**config.mk**
```make
export PLATFORM = sky130hd
export DESIGN_NAME = ahb2apb_bridge
export DESIGN_NICKNAME = d
export VERILOG_FILES = /design/src/rtl/ahb2apb_pkg.sv /design/src/rtl/ahb2apb_bridge_apb_slv_mux.sv /design/src/rtl/ahb2apb_bridge.sv
export SDC_FILE = /design/constraint.sdc
export NUM_CORES = 1
export LEC_CHECK = 0
export BUFFER_PORTS_ARGS = -buffer_cell sky130_fd_sc_hd__buf_2
export CORE_AREA = 2 2 125 127
export CTS_CLUSTER_DIAMETER = 100
export DETAILED_ROUTE_END_ITERATION = 6
export DIE_AREA = 0 0 127 129
export GPL_TIMING_DRIVEN = 0
export PLACE_DENSITY = 0.76
export SYNTH_ARGS = -nofsm -noshare
export SYNTH_HDL_FRONTEND = slang
export SYNTH_SLANG_ARGS = --single-unit
```
**constraint.sdc**
```tcl
create_clock -name clk -period 3.4 [get_ports clk]
set_input_delay 0.68 -clock clk [delete_from_list [all_inputs] [get_ports clk]]
set_output_delay 0.68 -clock clk [all_outputs]
set_load 0.02 [all_outputs]
```
**src/rtl/ahb2apb_pkg.sv**
```systemverilog
// Shared types and helpers for the AHB-Lite to APB4 bridge.
package ahb2apb_pkg;

    typedef enum logic [1:0] {
        HTRANS_IDLE   = 2'b00,
        HTRANS_BUSY   = 2'b01,
        HTRANS_NONSEQ = 2'b10,
        HTRANS_SEQ    = 2'b11
    } htrans_t;

    localparam logic HRESP_OKAY  = 1'b0;
    localparam logic HRESP_ERROR = 1'b1;

    // Slave index field is wide enough for 16 slaves so out-of-range indices are visible.
    localparam int unsigned SEL_W = 4;

    typedef enum logic [2:0] {
        ST_IDLE,
        ST_LATCH,
        ST_SETUP,
        ST_ACCESS,
        ST_DONE,
        ST_ERR1,
        ST_ERR2
    } state_t;

    function automatic logic [7:0] strb_gen(input logic [2:0] hsize, input logic [2:0] addr_lsbs);
        logic [7:0] ones;
        case (hsize)
            3'd0:    ones = 8'h01;
            3'd1:    ones = 8'h03;
            3'd2:    ones = 8'h0F;
            default: ones = 8'hFF;
        endcase
        return ones << addr_lsbs;
    endfunction

endpackage

```
**src/rtl/ahb2apb_bridge_apb_slv_mux.sv**
```systemverilog
// APB slave index decode and read-data/ready/error return mux.
module apb_slv_mux
    import ahb2apb_pkg::*;
#(
    parameter int unsigned NUM_SLV = 4,
    parameter int unsigned AHB_DW  = 32
) (
    input  logic [SEL_W-1:0]          idx_i,
    input  logic [NUM_SLV*AHB_DW-1:0] prdata_i,
    input  logic [NUM_SLV-1:0]        pready_i,
    input  logic [NUM_SLV-1:0]        pslverr_i,
    output logic [NUM_SLV-1:0]        sel_o,
    output logic [AHB_DW-1:0]         prdata_o,
    output logic                      pready_o,
    output logic                      pslverr_o
);

    always_comb begin
        sel_o     = '0;
        prdata_o  = '0;
        pready_o  = 1'b0;
        pslverr_o = 1'b0;
        for (int unsigned i = 0; i < NUM_SLV; i++) begin
            if (32'(idx_i) == i) begin
                sel_o[i]  = 1'b1;
                prdata_o  = prdata_i[i*AHB_DW +: AHB_DW];
                pready_o  = pready_i[i];
                pslverr_o = pslverr_i[i];
            end
        end
    end

endmodule

```
**src/rtl/ahb2apb_bridge.sv**
```systemverilog
// AHB-Lite slave to APB4 master bridge, one APB SETUP/ACCESS per AHB transfer.
// Define AHB2APB_TIMEOUT_EN to abort ACCESS with an ERROR after TIMEOUT_CYC cycles.
module ahb2apb_bridge
    import ahb2apb_pkg::*;
#(
    parameter int unsigned AHB_AW      = 32,
    parameter int unsigned AHB_DW      = 32,
    parameter int unsigned NUM_SLV     = 4,
    parameter int unsigned SLV_SEL_LSB = 12,
    parameter int unsigned TIMEOUT_CYC = 256
) (
    input  logic                      clk,
    input  logic                      reset,
    input  logic                      hsel,
    input  logic [AHB_AW-1:0]         haddr,
    input  logic [1:0]                htrans,
    input  logic                      hwrite,
    input  logic [2:0]                hsize,
    input  logic [AHB_DW-1:0]         hwdata,
    input  logic                      hready,
    output logic                      hreadyout,
    output logic [AHB_DW-1:0]         hrdata,
    output logic                      hresp,
    output logic [AHB_AW-1:0]         paddr,
    output logic [NUM_SLV-1:0]        psel,
    output logic                      penable,
    output logic                      pwrite,
    output logic [AHB_DW-1:0]         pwdata,
    output logic [AHB_DW/8-1:0]       pstrb,
    input  logic [NUM_SLV*AHB_DW-1:0] prdata,
    input  logic [NUM_SLV-1:0]        pready,
    input  logic [NUM_SLV-1:0]        pslverr
);

    localparam int unsigned STRBW = AHB_DW / 8;
    localparam int unsigned LSBW  = $clog2(STRBW);

    state_t             state_q, state_d;
    logic [AHB_AW-1:0]  addr_q;
    logic               write_q;
    logic [2:0]         size_q;
    logic [AHB_DW-1:0]  wdata_q;
    logic [AHB_DW-1:0]  rdata_q;
    logic [STRBW-1:0]   strb_q;

    logic               accept;
    logic               req_err;
    logic               timeout;
    logic [2:0]         lsb3;
    logic [7:0]         strb_full;
    logic [SEL_W-1:0]   idx;
    logic [NUM_SLV-1:0] sel_dec;
    logic [AHB_DW-1:0]  prdata_sel;
    logic               pready_sel;
    logic               pslverr_sel;

    assign idx = addr_q[SLV_SEL_LSB +: SEL_W];

    apb_slv_mux #(
        .NUM_SLV (NUM_SLV),
        .AHB_DW  (AHB_DW)
    ) u_mux (
        .idx_i     (idx),
        .prdata_i  (prdata),
        .pready_i  (pready),
        .pslverr_i (pslverr),
        .sel_o     (sel_dec),
        .prdata_o  (prdata_sel),
        .pready_o  (pready_sel),
        .pslverr_o (pslverr_sel)
    );

`ifdef AHB2APB_TIMEOUT_EN
    localparam int unsigned CNT_W = $clog2(TIMEOUT_CYC + 1);
    logic [CNT_W-1:0] cnt_q;

    assign timeout = (state_q == ST_ACCESS) && !pready_sel && (cnt_q == CNT_W'(TIMEOUT_CYC - 1));

    always_ff @(posedge clk) begin
        if (reset) begin
            cnt_q <= '0;
        end else if (state_d == ST_SETUP) begin
            cnt_q <= '0;
        end else if (state_q == ST_ACCESS) begin
            cnt_q <= cnt_q + 1'b1;
        end
    end
`else
    assign timeout = 1'b0;
`endif

    assign hreadyout = (state_q == ST_IDLE) || (state_q == ST_DONE) || (state_q == ST_ERR2);
    assign hresp     = ((state_q == ST_ERR1) || (state_q == ST_ERR2)) ? HRESP_ERROR : HRESP_OKAY;
    assign psel      = ((state_q == ST_SETUP) || (state_q == ST_ACCESS)) ? sel_dec : '0;
    assign penable   = (state_q == ST_ACCESS);
    assign paddr     = addr_q;
    assign pwrite    = write_q;
    assign pwdata    = wdata_q;
    assign pstrb     = strb_q;
    assign hrdata    = rdata_q;

    assign accept    = hsel && hready && hreadyout &&
                       (htrans_t'(htrans) inside {HTRANS_NONSEQ, HTRANS_SEQ});
    assign lsb3      = 3'(addr_q[LSBW-1:0]);
    assign strb_full = strb_gen(size_q, lsb3);
    assign req_err   = (32'(idx) >= NUM_SLV) ||
                       (size_q > 3'(LSBW)) ||
                       ((lsb3 & ~(3'b111 << size_q)) != 3'b000);

    always_comb begin
        state_d = state_q;
        case (state_q)
            ST_IDLE, ST_DONE, ST_ERR2: state_d = accept ? ST_LATCH : ST_IDLE;
            ST_LATCH:                  state_d = req_err ? ST_ERR1 : ST_SETUP;
            ST_SETUP:                  state_d = ST_ACCESS;
            ST_ACCESS: begin
                if (pready_sel) begin
                    state_d = pslverr_sel ? ST_ERR1 : ST_DONE;
                end else if (timeout) begin
                    state_d = ST_ERR1;
                end
            end
            ST_ERR1:                   state_d = ST_ERR2;
            default:                   state_d = ST_IDLE;
        endcase
    end

    always_ff @(posedge clk) begin
        if (reset) begin
            state_q <= ST_IDLE;
            addr_q  <= '0;
            write_q <= 1'b0;
            size_q  <= '0;
            wdata_q <= '0;
            strb_q  <= '0;
            rdata_q <= '0;
        end else begin
            state_q <= state_d;
            if (accept) begin
                addr_q  <= haddr;
                write_q <= hwrite;
                size_q  <= hsize;
            end
            if (state_q == ST_LATCH) begin
                wdata_q <= hwdata;
                strb_q  <= write_q ? strb_full[STRBW-1:0] : '0;
            end
            if ((state_q == ST_ACCESS) && pready_sel && !pslverr_sel && !write_q) begin
                rdata_q <= prdata_sel;
            end
        end
    end

endmodule

```
==> impl_metrics.json <==
{
  "synth_cell_types": 37,
  "fmax_mhz": 406,
  "maxSlewViolCount": 0,
  "met2_usage_pct": 35.4,
  "grt_start_max_net_pins": 20,
  "crit-reg2reg-launch": "paddr[14]",
  "worst_slack_ps": 936,
  "grt_pass1_vias": 5084,
  "p_switching_uw": 872,
  "netlist_instances": 557,
  "ant_nets": 0,
  "die_area_sq_um": 16400,
  "crit_path_frequent_cell": "buf_2",
  "dr.pass1.iters": 4,
  "rsz0062_at_grt": "false",
  "via_count": 5311,
  "grt_use_met3_pct": 5.57,
  "fin_cells": 1076,
  "cp_max_fo": 10,
  "drt_wl_total_um": 17200,
  "grt_pass1_wl_um": 26200,
  "clkLatencyLatePin_ps": 350,
  "cts-root-to-sink-buffers": 2,
  "setup_violations": 0,
  "synth.top_cell.area_share_pct": 42.7,
  "status": "finished clean",
  "pwr-share-comb_pct": 19.2,
  "die_h_um": 129,
  "cts.sinks": 107,
  "syn_to_final_growth_pct": 42.5,
  "core-area_sq_um": 15000,
  "end_kind": "primary output",
  "syn_nets": 767,
  "overflow": 0,
  "portBuffers": 315,
  "layout_common_cells": "buf_2 (333), nand2_1 (154), dfxtp_1 (107)",
  "drc_errors": 0,
  "fin_crit_sh_pct": 72.5,
  "cp_num_buf_inv": 4,
  "min-delay-start": "pstrb[3]",
  "rr_worst_depth": 5,
  "placed_area_sq_um": 6830,
  "numCtsBuffers": 9,
  "whs_ps": 449,
  "drv_cap": 0,
  "whs_path_depth": 2,
  "pwr-share-seq_pct": 44.0,
  "slew_headroom_pct": 55.9,
  "hp-class": "flop to flop",
  "r2r_setup_slack_ps": 1510,
  "mostFrequentLayoutCell": "buf_2",
  "fp-row-count": 45,
  "io_pins": 318,
  "worst-setup-path-type": "flop to primary output",
  "slowest_stage": "dfxtp_1",
  "final_hold_viol_count": 0,
  "grtUsageMet1_pct": 24.7,
  "start_kind": "flop",
  "synth-seq-cells": 107,
  "place_inst": 1060,
  "synth_warnings": 0,
  "nFillCells": 1473,
  "clkPwrFrac_pct": 36.8,
  "clkSlewWorstSetupHoldPaths_ps": 80,
  "antenna_found_initial": 0,
  "fin_crit_ps": 2460,
  "final_nets": 1093,
  "h-tree-depth": 3,
  "cts.hold.buffers_added": 0,
  "leakage_nw": 3.17,
  "drtIter0Drc": 277,
  "worst_pin_slew_ps": 662,
  "p_total_mw": 3.05,
  "power_density_nw_per_um2": 426,
  "post-place-ws_ps": 945,
  "p_sw_share_pct": 28.6,
  "slowest_delay_ps": 360,
  "utilization_pct": 47.7,
  "post_cts_buffers": 0,
  "finClkSkew_ps": 7.84,
  "grt_usage_pct": 20.4,
  "max-vdd-ir-drop_mv": 0.227,
  "ys_seq_area_share_pct": 42.7,
  "top_usage_layer": "met2",
  "reg2reg_to": "hrdata[30]",
  "critical-path-top-delay-family": "buffers and inverters",
  "worstPathArrival_ps": 1780,
  "syn-cell-area_sq_um": 5010,
  "final_area_sq_um": 7140,
  "hpwl_um": 13600,
  "cts_root_buffer": "clkbuf_16",
  "initial_core_util_pct": 33.5,
  "ys_top_cells_by_area": "dfxtp_1 (43%), mux4_2 (16%), nand2_1 (12%), a21oi_1 (9.7%), nand3_1 (2.4%)",
  "cts_resized": 0,
  "cp_cell_sequence": "buf_6, buf_2, buf_2, and3_1, buf_2",
  "fp.dieW_um": 127,
  "drive_gt1_share_pct": 45.2,
  "required_ps": 2720,
  "fin_setup_tns_ps": 0,
  "vias_per_cell": 4.94,
  "avgSynthCellArea_sq_um": 9.00,
  "antennaDiodeCount": 0,
  "cts_tree": "done",
  "intPower_mw": 2.17,
  "holdPathEnd": "pstrb[3]",
  "wire_per_inst_um": 16.0,
  "synth_top_area_cell": "dfxtp_1",
  "globalplace.congestion": 0.817
}
==> cells in the mapped netlist, drive strengths merged <==
library cell	n
nand2	154
dfxtp	107
a21oi	97
mux4	36
buf	28
o21ai	25
nand3	24
clkbuf	20
nand2b	17
mux2i	11
nor2	9
nor2b	5
nor3	4
nand3b	3
nor4b	3
a21o	2
a2111oi	1
a31oi	1
and2	1
and3	1
and3b	1
inv	1
nor3b	1
nor4	1
o21a	1
o311ai	1
or3	1
or3b	1
==> final cells by class <==
cell class	count	area [sq um]	share of cell area, %
clock buffers	10	239	3.35
plain buffers	48	255	3.57
repair buffers	315	1580	22.1
well taps	188	235	3.29
multi-input cells	401	2610	36.6
inverters	1	3.75	0.0525
clock inverters	6	78.8	1.10
flip-flops and latches	107	2140	30.0
==> layer usage <==
metal	vias up	share of wire (%)
li1	2587	-
met1	2485	41
met2	218	50
met3	21	7.4
met4	0	1.7
met5	-	0
==> power by group through the flow <==
stage	registers (mW)	clock network, mW	logic [mW]
after detailed placement	1.37	0	0.590
final	1.34	1.12	0.585
after CTS	1.34	1.16	0.592
after global placement	1.37	0	0.583
after floorplan	1.42	0	0.275
after global routing	1.35	1.21	0.645
==> worst min-delay path, stage by stage (launching register included) <==
cell	delay, ps
dfxtp_1	310
nand2_1	50
a21oi_1	50
==> flip-flops by register name, summed over array words and instances, names as in the netlist <==
| register | cells |
|---|---|
| hrdata | 32 |
| paddr | 32 |
| pwdata | 32 |
| pstrb | 4 |
| size_q | 3 |
| state_q | 3 |
| pwrite | 1 |
==> how the worst max path moves through the flow <==
stage	startpoint	end	slack [ps]	depth (start not counted)
detailed placement	reset	hrdata[30]	950	4
global placement	reset	hrdata[26]	990	4
global route	paddr[13]	psel[2]	770	6
finish	paddr[13]	psel[3]	940	5
CTS	paddr[13]	psel[3]	880	5
floorplan	paddr[13]	psel[0]	1320	4
==> logic make-up (layout without fill, tap and decap cells) <==
kind of cell           after synthesis  count (layout)  share of synthesized area (%)
AND/OR/NAND/NOR                    226             226                           20.6
buffers and inverters               49             380                           5.17
flip-flops                         107             107                           42.7
multiplexers                        47              47                           18.4
AO/OA/AOI/OAI                      128             128                           13.1
No activity file was read; power rests on OpenSTA's default activity.
